File: config.mk
export PLATFORM = sky130hd
export DESIGN_NAME = ascii_hex_word_parser
export DESIGN_NICKNAME = d
export VERILOG_FILES = /design/src/rtl/ascii_hex_pkg.sv /design/src/rtl/hex_char_decode.sv /design/src/rtl/ascii_hex_word_parser.sv
export SDC_FILE = /design/constraint.sdc
export NUM_CORES = 1
export LEC_CHECK = 0
export ABC_AREA = 1
export CORE_MARGIN = 1.5
export CORE_UTILIZATION = 51
export DETAILED_ROUTE_END_ITERATION = 10
export PLACE_DENSITY = 0.9
export SLEW_MARGIN = 15
export SYNTH_ARGS = -nofsm -noshare
export SYNTH_HDL_FRONTEND = slang
export SYNTH_SLANG_ARGS = --single-unit
File: constraint.sdc
create_clock -name clk -period 2.3 [get_ports clk]
set_clock_uncertainty 0.2 [all_clocks]
set_input_delay 0.69 -clock clk [delete_from_list [all_inputs] [get_ports clk]]
set_output_delay 0.69 -clock clk [all_outputs]
set_load 0.02 [all_outputs]
File: src/rtl/ascii_hex_pkg.sv
// Shared types and byte constants for the ASCII-hex word parser.
package ascii_hex_pkg;

  typedef enum logic [1:0] {
    IDLE  = 2'd0,
    ACCUM = 2'd1,
    EMIT  = 2'd2,
    SKIP  = 2'd3
  } state_t;

  localparam logic [7:0] CH_SP    = 8'h20;
  localparam logic [7:0] CH_COMMA = 8'h2C;
  localparam logic [7:0] CH_CR    = 8'h0D;
  localparam logic [7:0] CH_LF    = 8'h0A;

endpackage

File: src/rtl/hex_char_decode.sv
// Combinational byte classifier: hex digit / delimiter / illegal, with digit value.
// nibble_o is forced to zero for anything that is not a legal digit.
module hex_char_decode
  import ascii_hex_pkg::*;
#(
  parameter int ALLOW_UPPER = 1
) (
  input  logic [7:0] data_i,
  output logic       is_digit_o,
  output logic       is_delim_o,
  output logic [3:0] nibble_o
);

  always_comb begin
    is_digit_o = 1'b0;
    nibble_o   = 4'd0;
    if (data_i >= 8'h30 && data_i <= 8'h39) begin
      is_digit_o = 1'b1;
      nibble_o   = data_i[3:0];
    end else if (data_i >= 8'h61 && data_i <= 8'h66) begin
      // 'a'..'f' have low nibble 1..6, so +9 gives 10..15; same trick for 'A'..'F'
      is_digit_o = 1'b1;
      nibble_o   = data_i[3:0] + 4'd9;
    end else if ((ALLOW_UPPER != 0) && data_i >= 8'h41 && data_i <= 8'h46) begin
      is_digit_o = 1'b1;
      nibble_o   = data_i[3:0] + 4'd9;
    end
  end

  assign is_delim_o = (data_i == CH_SP) || (data_i == CH_COMMA) ||
                      (data_i == CH_CR) || (data_i == CH_LF);

endmodule

File: src/rtl/ascii_hex_word_parser.sv
// Streaming ASCII-hex to binary word parser; emits a right-aligned word on delimiter or full word.
// WORD_W must be a multiple of 4 in 4..64. Illegal bytes pulse err and discard input until a delimiter.
module ascii_hex_word_parser
  import ascii_hex_pkg::*;
#(
  parameter int WORD_W      = 32,
  parameter int ALLOW_UPPER = 1
) (
  input  logic                             clk,
  input  logic                             rst,
  input  logic                             in_valid,
  output logic                             in_ready,
  input  logic [7:0]                       in_data,
  output logic                             out_valid,
  input  logic                             out_ready,
  output logic [WORD_W-1:0]                out_word,
  output logic [$clog2(WORD_W/4+1)-1:0]    out_ndigits,
  output logic                             err
);

  localparam int DIGITS = WORD_W / 4;
  localparam int CNT_W  = $clog2(DIGITS + 1);
  localparam logic [CNT_W-1:0] DIGITS_C = CNT_W'(DIGITS);

  state_t            state_q, state_d;
  logic [WORD_W-1:0] acc_q, acc_d;
  logic [CNT_W-1:0]  cnt_q, cnt_d;
  logic              err_q, err_d;

  logic             is_digit, is_delim;
  logic [3:0]       nibble;
  logic             in_fire;
  logic [CNT_W-1:0] cnt_inc;

  hex_char_decode #(
    .ALLOW_UPPER(ALLOW_UPPER)
  ) u_decode (
    .data_i     (in_data),
    .is_digit_o (is_digit),
    .is_delim_o (is_delim),
    .nibble_o   (nibble)
  );

  assign in_ready = (state_q != EMIT);
  assign in_fire  = in_valid & in_ready;
  assign cnt_inc  = cnt_q + CNT_W'(1);

  always_ff @(posedge clk) begin
    if (rst) begin
      state_q <= IDLE;
      acc_q   <= '0;
      cnt_q   <= '0;
      err_q   <= 1'b0;
    end else begin
      state_q <= state_d;
      acc_q   <= acc_d;
      cnt_q   <= cnt_d;
      err_q   <= err_d;
    end
  end

  always_comb begin
    state_d = state_q;
    acc_d   = acc_q;
    cnt_d   = cnt_q;
    err_d   = 1'b0;
    unique case (state_q)
      IDLE: begin
        if (in_fire) begin
          if (is_digit) begin
            acc_d   = WORD_W'(nibble);
            cnt_d   = CNT_W'(1);
            state_d = (DIGITS == 1) ? EMIT : ACCUM;
          end else if (!is_delim) begin
            err_d   = 1'b1;
            state_d = SKIP;
          end
        end
      end
      ACCUM: begin
        if (in_fire) begin
          if (is_digit) begin
            acc_d = (acc_q << 4) | WORD_W'(nibble);
            cnt_d = cnt_inc;
            if (cnt_inc == DIGITS_C) state_d = EMIT;
          end else if (is_delim) begin
            state_d = EMIT;
          end else begin
            // a partially built word is abandoned, never emitted
            err_d   = 1'b1;
            acc_d   = '0;
            cnt_d   = '0;
            state_d = SKIP;
          end
        end
      end
      EMIT: begin
        if (out_ready) begin
          acc_d   = '0;
          cnt_d   = '0;
          state_d = IDLE;
        end
      end
      SKIP: begin
        if (in_fire && is_delim) state_d = IDLE;
      end
      default: state_d = IDLE;
    endcase
  end

  assign out_valid   = (state_q == EMIT);
  assign out_word    = out_valid ? acc_q : '0;
  assign out_ndigits = out_valid ? cnt_q : '0;
  assign err         = err_q;

endmodule

* After elaboration in Yosys (flattened, before gate mapping)
Cells that the tools add are included.
Word-level totals: bits in registers 39, input bits 12, output and inout port bits 39, logic and storage cells 79
Cells by class: add/sub/neg operators 2, $lt $le $gt $ge 6, equal/unequal tests 17, multiplexer cells 33, bitwise operators 4, reduce and logical (&&, ||, !) cells 13
Operators by type and width (count):
- $mux W32 | 7
- $pmux W32 S3 | 1
- $mux W4 | 10
- $or A32 B4 Y32 | 1
- $eq A8 B4 Y1 const B | 2
- $eq A8 B6 Y1 const B | 2
- $ge A8 B7 Y1 const B | 2
- $le A8 B7 Y1 const B | 2
- $mux W2 | 8
- $pmux W4 S3 | 1
- $reduce_and A6 Y1 | 2
- $ne A2 B2 Y1 const B | 5
- $ne A3 B3 Y1 const B | 3
- $ge A8 B6 Y1 const B | 1
- $le A8 B6 Y1 const B | 1
- $pmux W2 S4 | 1
- $mux W1 | 5
- $add A4 B1 Y4 const B | 1
- $add A4 B4 Y4 const B | 1
- $eq A2 B2 Y1 const B | 2
- $eq A4 B4 Y1 const B | 1
- $logic_and A1 B1 Y1 | 4
- $reduce_or A4 Y1 | 1
- $logic_or A1 B1 Y1 | 3
- 7 further kinds | 8

* Depth between registers and ports, before layout
Gate-level depths: netlist of run 1.
depth in word-level cells 9, mapped depth 12, depth with buffers taken out 12

* Hierarchy
A second synthesis of run 1 with hierarchy kept.
Second synthesis, totals: cell total of the unflattened synthesis 337, area total of the unflattened synthesis 2232.1 µm²
By module, submodules not included:
- ascii_hex_word_parser | times used 1, cells each 298, area an instance 1974.4 µm²
- hex_char_decode | times used 1, cells each 39, area an instance 257.7 µm²

* Least setup slack after synthesis of run 1
Ideal clock, no wire load.
kind register to output, start reg state_q[0], end out out_ndigits[0], data arrival time 1.493 ns, data required time 1.410 ns, slack -0.083 ns, cell stages (with the launch flop) 7, buffers on the path 2, cells stage by stage dfxtp_1 inv_1 ha_1 clkbuf_1 clkbuf_1 nand2_1 inv_1
On the way: cells in the longest elaborated chain, start to end 2
RTL lines:
- from (decl) | line ascii_hex_word_parser.sv:25 | state_t state_q, state_d;
- from (signal assigned) | line ascii_hex_word_parser.sv:55 | state_q <= state_d;
- $eq A2 B2 Y1 | line ascii_hex_word_parser.sv:111 | assign out_valid = (state_q == EMIT);
- named net out_valid | line ascii_hex_word_parser.sv:14 | output logic out_valid,
- $mux W4 | line ascii_hex_word_parser.sv:113 | assign out_ndigits = out_valid ? cnt_q : '0;
- to (decl) | line ascii_hex_word_parser.sv:17 | output logic [$clog2(WORD_W/4+1)-1:0] out_ndigits,
The timed path passes the listed nets, and every way through them passes these cells.

* Worst setup path after layout of run 1
start reg state_q[0], end reg acc_q[16]
On the way: cells in the longest elaborated chain, start to end 4
RTL lines:
- $ne A2 B2 Y1 | line ascii_hex_word_parser.sv:44 | assign in_ready = (state_q != EMIT);
- $and A1 B1 Y1 | line ascii_hex_word_parser.sv:45 | assign in_fire = in_valid & in_ready;
- $ne A2 B2 Y1 (no source line)
- $reduce_and A6 Y1 (no source line)
- to (signal assigned) | line ascii_hex_word_parser.sv:51 | acc_q <= '0;
- to (signal assigned) | line ascii_hex_word_parser.sv:56 | acc_q <= acc_d;
- to (decl) | line ascii_hex_word_parser.sv:26 | logic [WORD_W-1:0] acc_q, acc_d;
Several ways; a longest one is shown, not always the timed one. A chain may end at the register's enable or synchronous reset.

==> results by group, run 1 <==
Die
  – Core area: 4470 um2
  – Io pins: 51
  – Starting Density: a little over half
  – Die Y: around 72 um
  – DIE AREA: slightly above 5000 um2
  – DIE WIDTH: 72.0 um
  – Num rows: 24

Worst setup path
  – Worst Path Required: about 2300 ps
  – Critical Path AT: 2350 ps
  – Worst path max stage delay: 330 ps
  – Reg2reg setup slack: -40 ps
  – Kind of critical path: reg -> reg
  – CP startpoint kind: register
  – Crit path capture: acc_q[16]
  – Crit-path max FO: 11
  – CP max stage cell: dfxtp_2
  – Critical R2R Launch: state_q[0]
  – Setup crit end kind: register
  – Reg2Reg Depth: 15
  – Origin of the worst setup path: state_q[0]
  – Reg-to-reg endpoint: acc_q[16]
  – Worst-path cell chain: inv_2 > ha_4 > buf_4 > inv_2 > buf_4 > o21ai_1 > nand2_1 > o21a_2 > buf_12 > nand3_4 > buf_6 > buf_16 > nand2_1 > inv_1 > nor2_1

Logic synthesis
  – Post-synth top area share: 32.2%
  – Sequential element share of the synthesized area: about a third
  – Mapped Cells: just over 400
  – Area leader, netlist: dfxtp_1
  – Synth top area cells: dfxtp_1 (32%), nand2_1 (23%), inv_1 (11%)
  – Flop and latch count out of synthesis: 39
  – Syn avg cell area: 5.91 um2
  – Warnings, synthesis: 0
  – Post-synthesis cell area: 2430 um2
  – Mapped Nets: 432
  – Post-synth cell types: 27

GRT
  – Global route hottest layer: met2
  – Largest net degree at the start of global routing: 35
  – Met2 Resource Use GR: between 50% and 60%
  – Global Route met3 Usage: 8.75%
  – Initial antenna violation count: 0
  – Routing usage on met1: between 30% and 40%
  – First-pass GRT wire length: 13100 um
  – All-layer global routing usage: about a third
  – Vias in the first global route: 2708
  – GRT Residual Overflow: 0

Route
  – Routed WL: 8980 um
  – Post-route ant nets: 0
  – WL/cell: about 17 um
  – Remaining routing DRC violations: 0
  – DRT iter0 DRCs: around 370
  – Via/cell ratio: ~5.5
  – Via count: ~3000
  – TritonRoute pass-1 iters: 6

CTS
  – CTS tree: yes
  – Clk_lat worst skew: between 300 and 400 ps
  – Bufs on Longest Clock Path: 2
  – CTS sink count: 39
  – Number of H-tree levels: 2
  – Clock transition at path regs: roughly 90 ps
  – Clock buffers created by TritonCTS: 5
  – CTS root buf: clkbuf_8

Place
  – Placement Setup Slack: -472 ps
  – Port bufs: 50
  – Placed cells: 520
  – Post-DP HPWL: around 4100 um
  – Placed cell areas: between 3000 and 4000 um2
  – GPL Wtd Cong: roughly 0.9

Cells and area
  – N_diodes: 0
  – Layout net count: about 510
  – Non-Filler Instances: 544
  – Syn-to-layout area delta: 49.2%
  – Commonest cells after routing, fill and taps aside: nand2_1 (144), inv_1 (63), nor2_1 (40)
  – Most common cell after layout, fill and taps aside: nand2_1
  – Fin area: 3620 um2
  – Core Util, Final: roughly 81%
  – Share of cells above drive strength 1: 29.5%
  – Filler instances: 274

Power
  – VDD IR max: 0.000477 V
  – Power per Cell Area: approximately 900 nW/um2
  – Tot Pwr: approximately 3.2 mW
  – Pleak: around 1.8 nW

Timing
  – Final setup vio count: 2
  – Tmin final: ~2300 ps
  – Fin. max-slew vios: 0
  – Setup WS post-layout: -37.9 ps
  – Hold Vio Cnt, Final: 0
  – Worst-margin pin slew: ~290 ps
  – Setup tns final: -45.7 ps
  – Period utilization: 102%
  – RSZ-0062 raised after global routing: true
  – Final hold slack: about 270 ps
  – Slew margin rel.: 80.6%
  – Maximum clock frequency: ~0.43 GHz

Status
  – Status: finished, violations left
  – Failing checks: negative setup slack

Run
  – MaxCap Viol Count: 0

Min path
  – Hold Path Class: reg -> reg
## what timing repair did
item / CTS / global route
endpoints found under the setup margin: 77 / 69
setup buffers: 8 / 4
pin swaps: 5 / 15
cloned: 7 / 1
hold buffers: 0 / 0
resized for setup: 192 / 75
## synth_stat cells, drive strengths merged
cell    instances
nand2         153
inv            75
nor2           49
dfxtp          39
a21oi          32
nand3          16
o21ai          12
buf            11
ha              9
clkbuf          8
nand3b          1
nand4           1
nor3            1
nor4            1
o21a            1
o22ai           1
xnor2           1
## registers in the layout, summed over array words and instances, names as in the netlist
register and flops:
acc_q 32, cnt_q 4, state_q 2, err 1
## power by group
part | internal, mW | leakage, nW | switching [mW]
clock network | 0.212 | 0.0412 | 0.272
logic | 0.913 | 1.43 | 1.09
registers | 0.722 | 0.316 | 0.0383
total | 1.85 | 1.79 | 1.40
## per-layer routing
| layer | up-vias | share of wire, % |
|---|---|---|
| li1 | 1385 | - |
| met3 | 67 | 9.6 |
| met4 | 0 | 7.4 |
| met5 | - | 0 |
| met2 | 224 | 48 |
| met1 | 1341 | 35 |
## cell type report
class / count / area, um2 / share of cell area, %
well taps: 52 / 65.1 / 1.80
clock buffers: 6 / 72.6 / 2.00
clock inverters: 2 / 12.5 / 0.345
repair buffers: 92 / 955 / 26.4
flip-flops and latches: 39 / 783 / 21.6
multi-input cells: 278 / 1450 / 40.1
inverters: 75 / 282 / 7.77
## critical path, delay by kind of cell (launching register included)
kind                     cells  cell delay, ps
AO/OA/AOI/OAI                2             260
adder cells (fa/ha/maj)      1             220
buffers and inverters        8             860
flip-flops                   1             330
AND/OR/NAND/NOR              4             380
## kinds of logic after synthesis
group	synth area share [%]
DFF	32.2
and+or+nand+nor	37.3
AOI/OAI and AO/OA	9.64
adders and majority gates	4.64
buffers and inverters	15.9
xor gates and xnor gates	0.361
## how the worst min path moves through the flow
| stage | startpoint | to | slack [ps] | depth (start not counted) |
|---|---|---|---|---|
| floorplan | acc_q[28] | acc_q[28] | 240 | 2 |
| global placement | acc_q[30] | acc_q[30] | 250 | 2 |
| detailed placement | acc_q[28] | acc_q[28] | 260 | 2 |
| CTS | acc_q[30] | acc_q[30] | 270 | 2 |
| global route | acc_q[30] | acc_q[30] | 290 | 2 |
| finish | acc_q[30] | acc_q[30] | 270 | 2 |
Note: power is estimated with default switching activity, not from simulation.
==> run 2, diff against run 1 <==
- CORE_MARGIN: 1.5 -> not set
==> results by group, run 2 (synthesized netlist as in run 1, its figures left out) <==
Place
  – Post-DP HPWL: 4340 um (+5.8%)
  – Placed cell areas: 3200 um2 (+1.3%)
  – Placed cells: 524 (+0.77%)
  – Port bufs: 50 (unchanged)
  – Placement Setup Slack: -475 ps (-2.79 ps)
  – GPL Wtd Cong: 0.869 (-6.1%)

Timing
  – Setup WS post-layout: -26.7 ps (+11.2 ps)
  – RSZ-0062 raised after global routing: true
  – Worst-margin pin slew: 298 ps (+7.87 ps)
  – Fin. max-slew vios: 0 (unchanged)
  – Setup tns final: -49.6 ps (-3.90 ps)
  – Slew margin rel.: 80.1% (-0.53 points)
  – Period utilization: 101% (-0.49 points)
  – Final hold slack: 269 ps (-5.81 ps)
  – Final setup vio count: 2 (unchanged)
  – Maximum clock frequency: 0.430 GHz (+0.48%)
  – Hold Vio Cnt, Final: 0 (unchanged)
  – Tmin final: 2330 ps (-11.2 ps)

Route
  – DRT iter0 DRCs: 253 (-31%)
  – TritonRoute pass-1 iters: 9 (+3)
  – Via/cell ratio: 5.37 (-3.2%)
  – Routed WL: 7980 um (-11%)
  – Remaining routing DRC violations: 1 (+1)
  – Via count: 2930 (-2.9%)
  – Post-route ant nets: 0 (unchanged)
  – WL/cell: 14.6 um (-11%)

Status
  – Failing checks: design-rule violations, negative setup slack
  – Status: finished, violations left

CTS
  – Clock buffers created by TritonCTS: 5 (unchanged)
  – Clock transition at path regs: 80 ps (about the same)
  – Bufs on Longest Clock Path: 2 (unchanged)
  – Number of H-tree levels: 2 (unchanged)
  – CTS tree: yes
  – CTS sink count: 39 (unchanged)
  – CTS root buf: clkbuf_8
  – Clk_lat worst skew: 300 ps (about the same)
  – Post-CTS Hold Buffers: 0 (unchanged)

Die
  – Starting Density: 54.3% (unchanged)
  – Num rows: 24 (unchanged)
  – Die Y: 71.0 um (-1.4%)
  – DIE WIDTH: 71.0 um (-1.4%)
  – Core area: 4470 um2 (unchanged)
  – DIE AREA: 5040 um2 (-2.8%)
  – Io pins: 51 (unchanged)

Cells and area
  – Core Util, Final: 78.6% (-2.3 points)
  – Largest reg by FF count: acc_q
  – N_diodes: 0 (unchanged)
  – Filler instances: 294 (+7.3%)
  – Non-Filler Instances: 546 (+0.37%)
  – Max reg flops: 32 (unchanged)
  – Fin area: 3520 um2 (-2.9%)
  – Most common cell after layout, fill and taps aside: nand2_1
  – Top flop regs: acc_q: 32 flops, cnt_q: 4 flops, state_q: 2 flops
  – Share of cells above drive strength 1: 30.6% (+1.1 points)
  – Syn-to-layout area delta: 44.9%
  – Layout net count: 514 (+0.39%)
  – Commonest cells after routing, fill and taps aside: nand2_1 (134), inv_1 (68), buf_4 (45)

GRT
  – All-layer global routing usage: 30.4% (-3.1 points)
  – Largest net degree at the start of global routing: 35 (unchanged)
  – Vias in the first global route: 2742 (+1.3%)
  – GRT Residual Overflow: 0 (unchanged)
  – Initial antenna violation count: 0 (unchanged)
  – First-pass GRT wire length: 12000 um (-8.5%)

Worst setup path
  – Kind of critical path: in -> reg
  – Worst Path Required: 2320 ps (about the same)
  – Setup crit end kind: register
  – CP startpoint kind: input port
  – Critical Path AT: 2350 ps (about the same)
  – Crit-path max FO: 5 (-6)

Power
  – Power per Cell Area: 898 nW/um2 (+0.20%)
  – VDD IR max: 0.000594 V (+25%)
  – Pleak: 1.77 nW (-0.90%)
  – Tot Pwr: 3.16 mW (-2.7%)

Run
  – MaxCap Viol Count: 0 (unchanged)

Min path
  – Hold Path Class: reg -> reg
-- run 2: cell types whose count changed in the layout (fill, tap and decap cells not counted), sizes merged --
cell	delta
dlygate4sd2	+2
clkdlybuf4s15	-2
bufbuf	+1
buf	+3
clkbuf	-1
clkinv	-1
-- run 2: final timing paths --
path                             endpoint  slack (ps)  cells after the start  startpoint
worst max-delay path             acc_q[3]         -30                     15  in_data[1]
worst min-delay path            acc_q[31]         270                      2   acc_q[31]
worst max register to register   acc_q[3]          60                     16  state_q[0]
worst min register to register  acc_q[31]         270                      2   acc_q[31]
-- run 2: cell type report --
type | count | area [um2] | area share, %
timing repair buffer | 94 | 841 | 23.9
sequential | 39 | 783 | 22.3
clock inverter | 1 | 7.51 | 0.213
inverter | 75 | 282 | 8.00
multi-input combinational | 278 | 1440 | 41.0
tap | 52 | 65.1 | 1.85
clock buffer | 7 | 96.3 | 2.74
-- run 2: report_power, final --
group          switching, mW  internal, mW  leakage (nW)
logic                   1.02         0.843          1.40
registers             0.0398         0.722         0.316
clock network          0.257         0.273        0.0505
total                   1.32          1.84          1.77
-- run 2: worst max-delay path: stages --
cell	delay, ps
dlygate4sd2_1	250
inv_2	100
ha_4	160
inv_1	40
nand2_1	50
nand3_1	90
nor2_2	160
nand3_2	90
inv_1	120
nor2_4	60
buf_6	140
buf_12	130
nand2_1	50
nand2_1	60
nor2_1	150
-- run 2: layer usage --
layer	up-vias	GRT usage, %	wire length, um
li1	1387	-	-
met1	1356	33.5	3010
met2	158	55.0	4120
met3	29	5.98	564
met4	0	16.4	285
met5	-	0	0
-- run 2: timing repair --
item                                    CTS  global route
gates cloned                              4             0
resized for setup                       177            69
pin swaps                                 6            10
endpoints found under the setup margin   77            75
setup buffers                            10             2
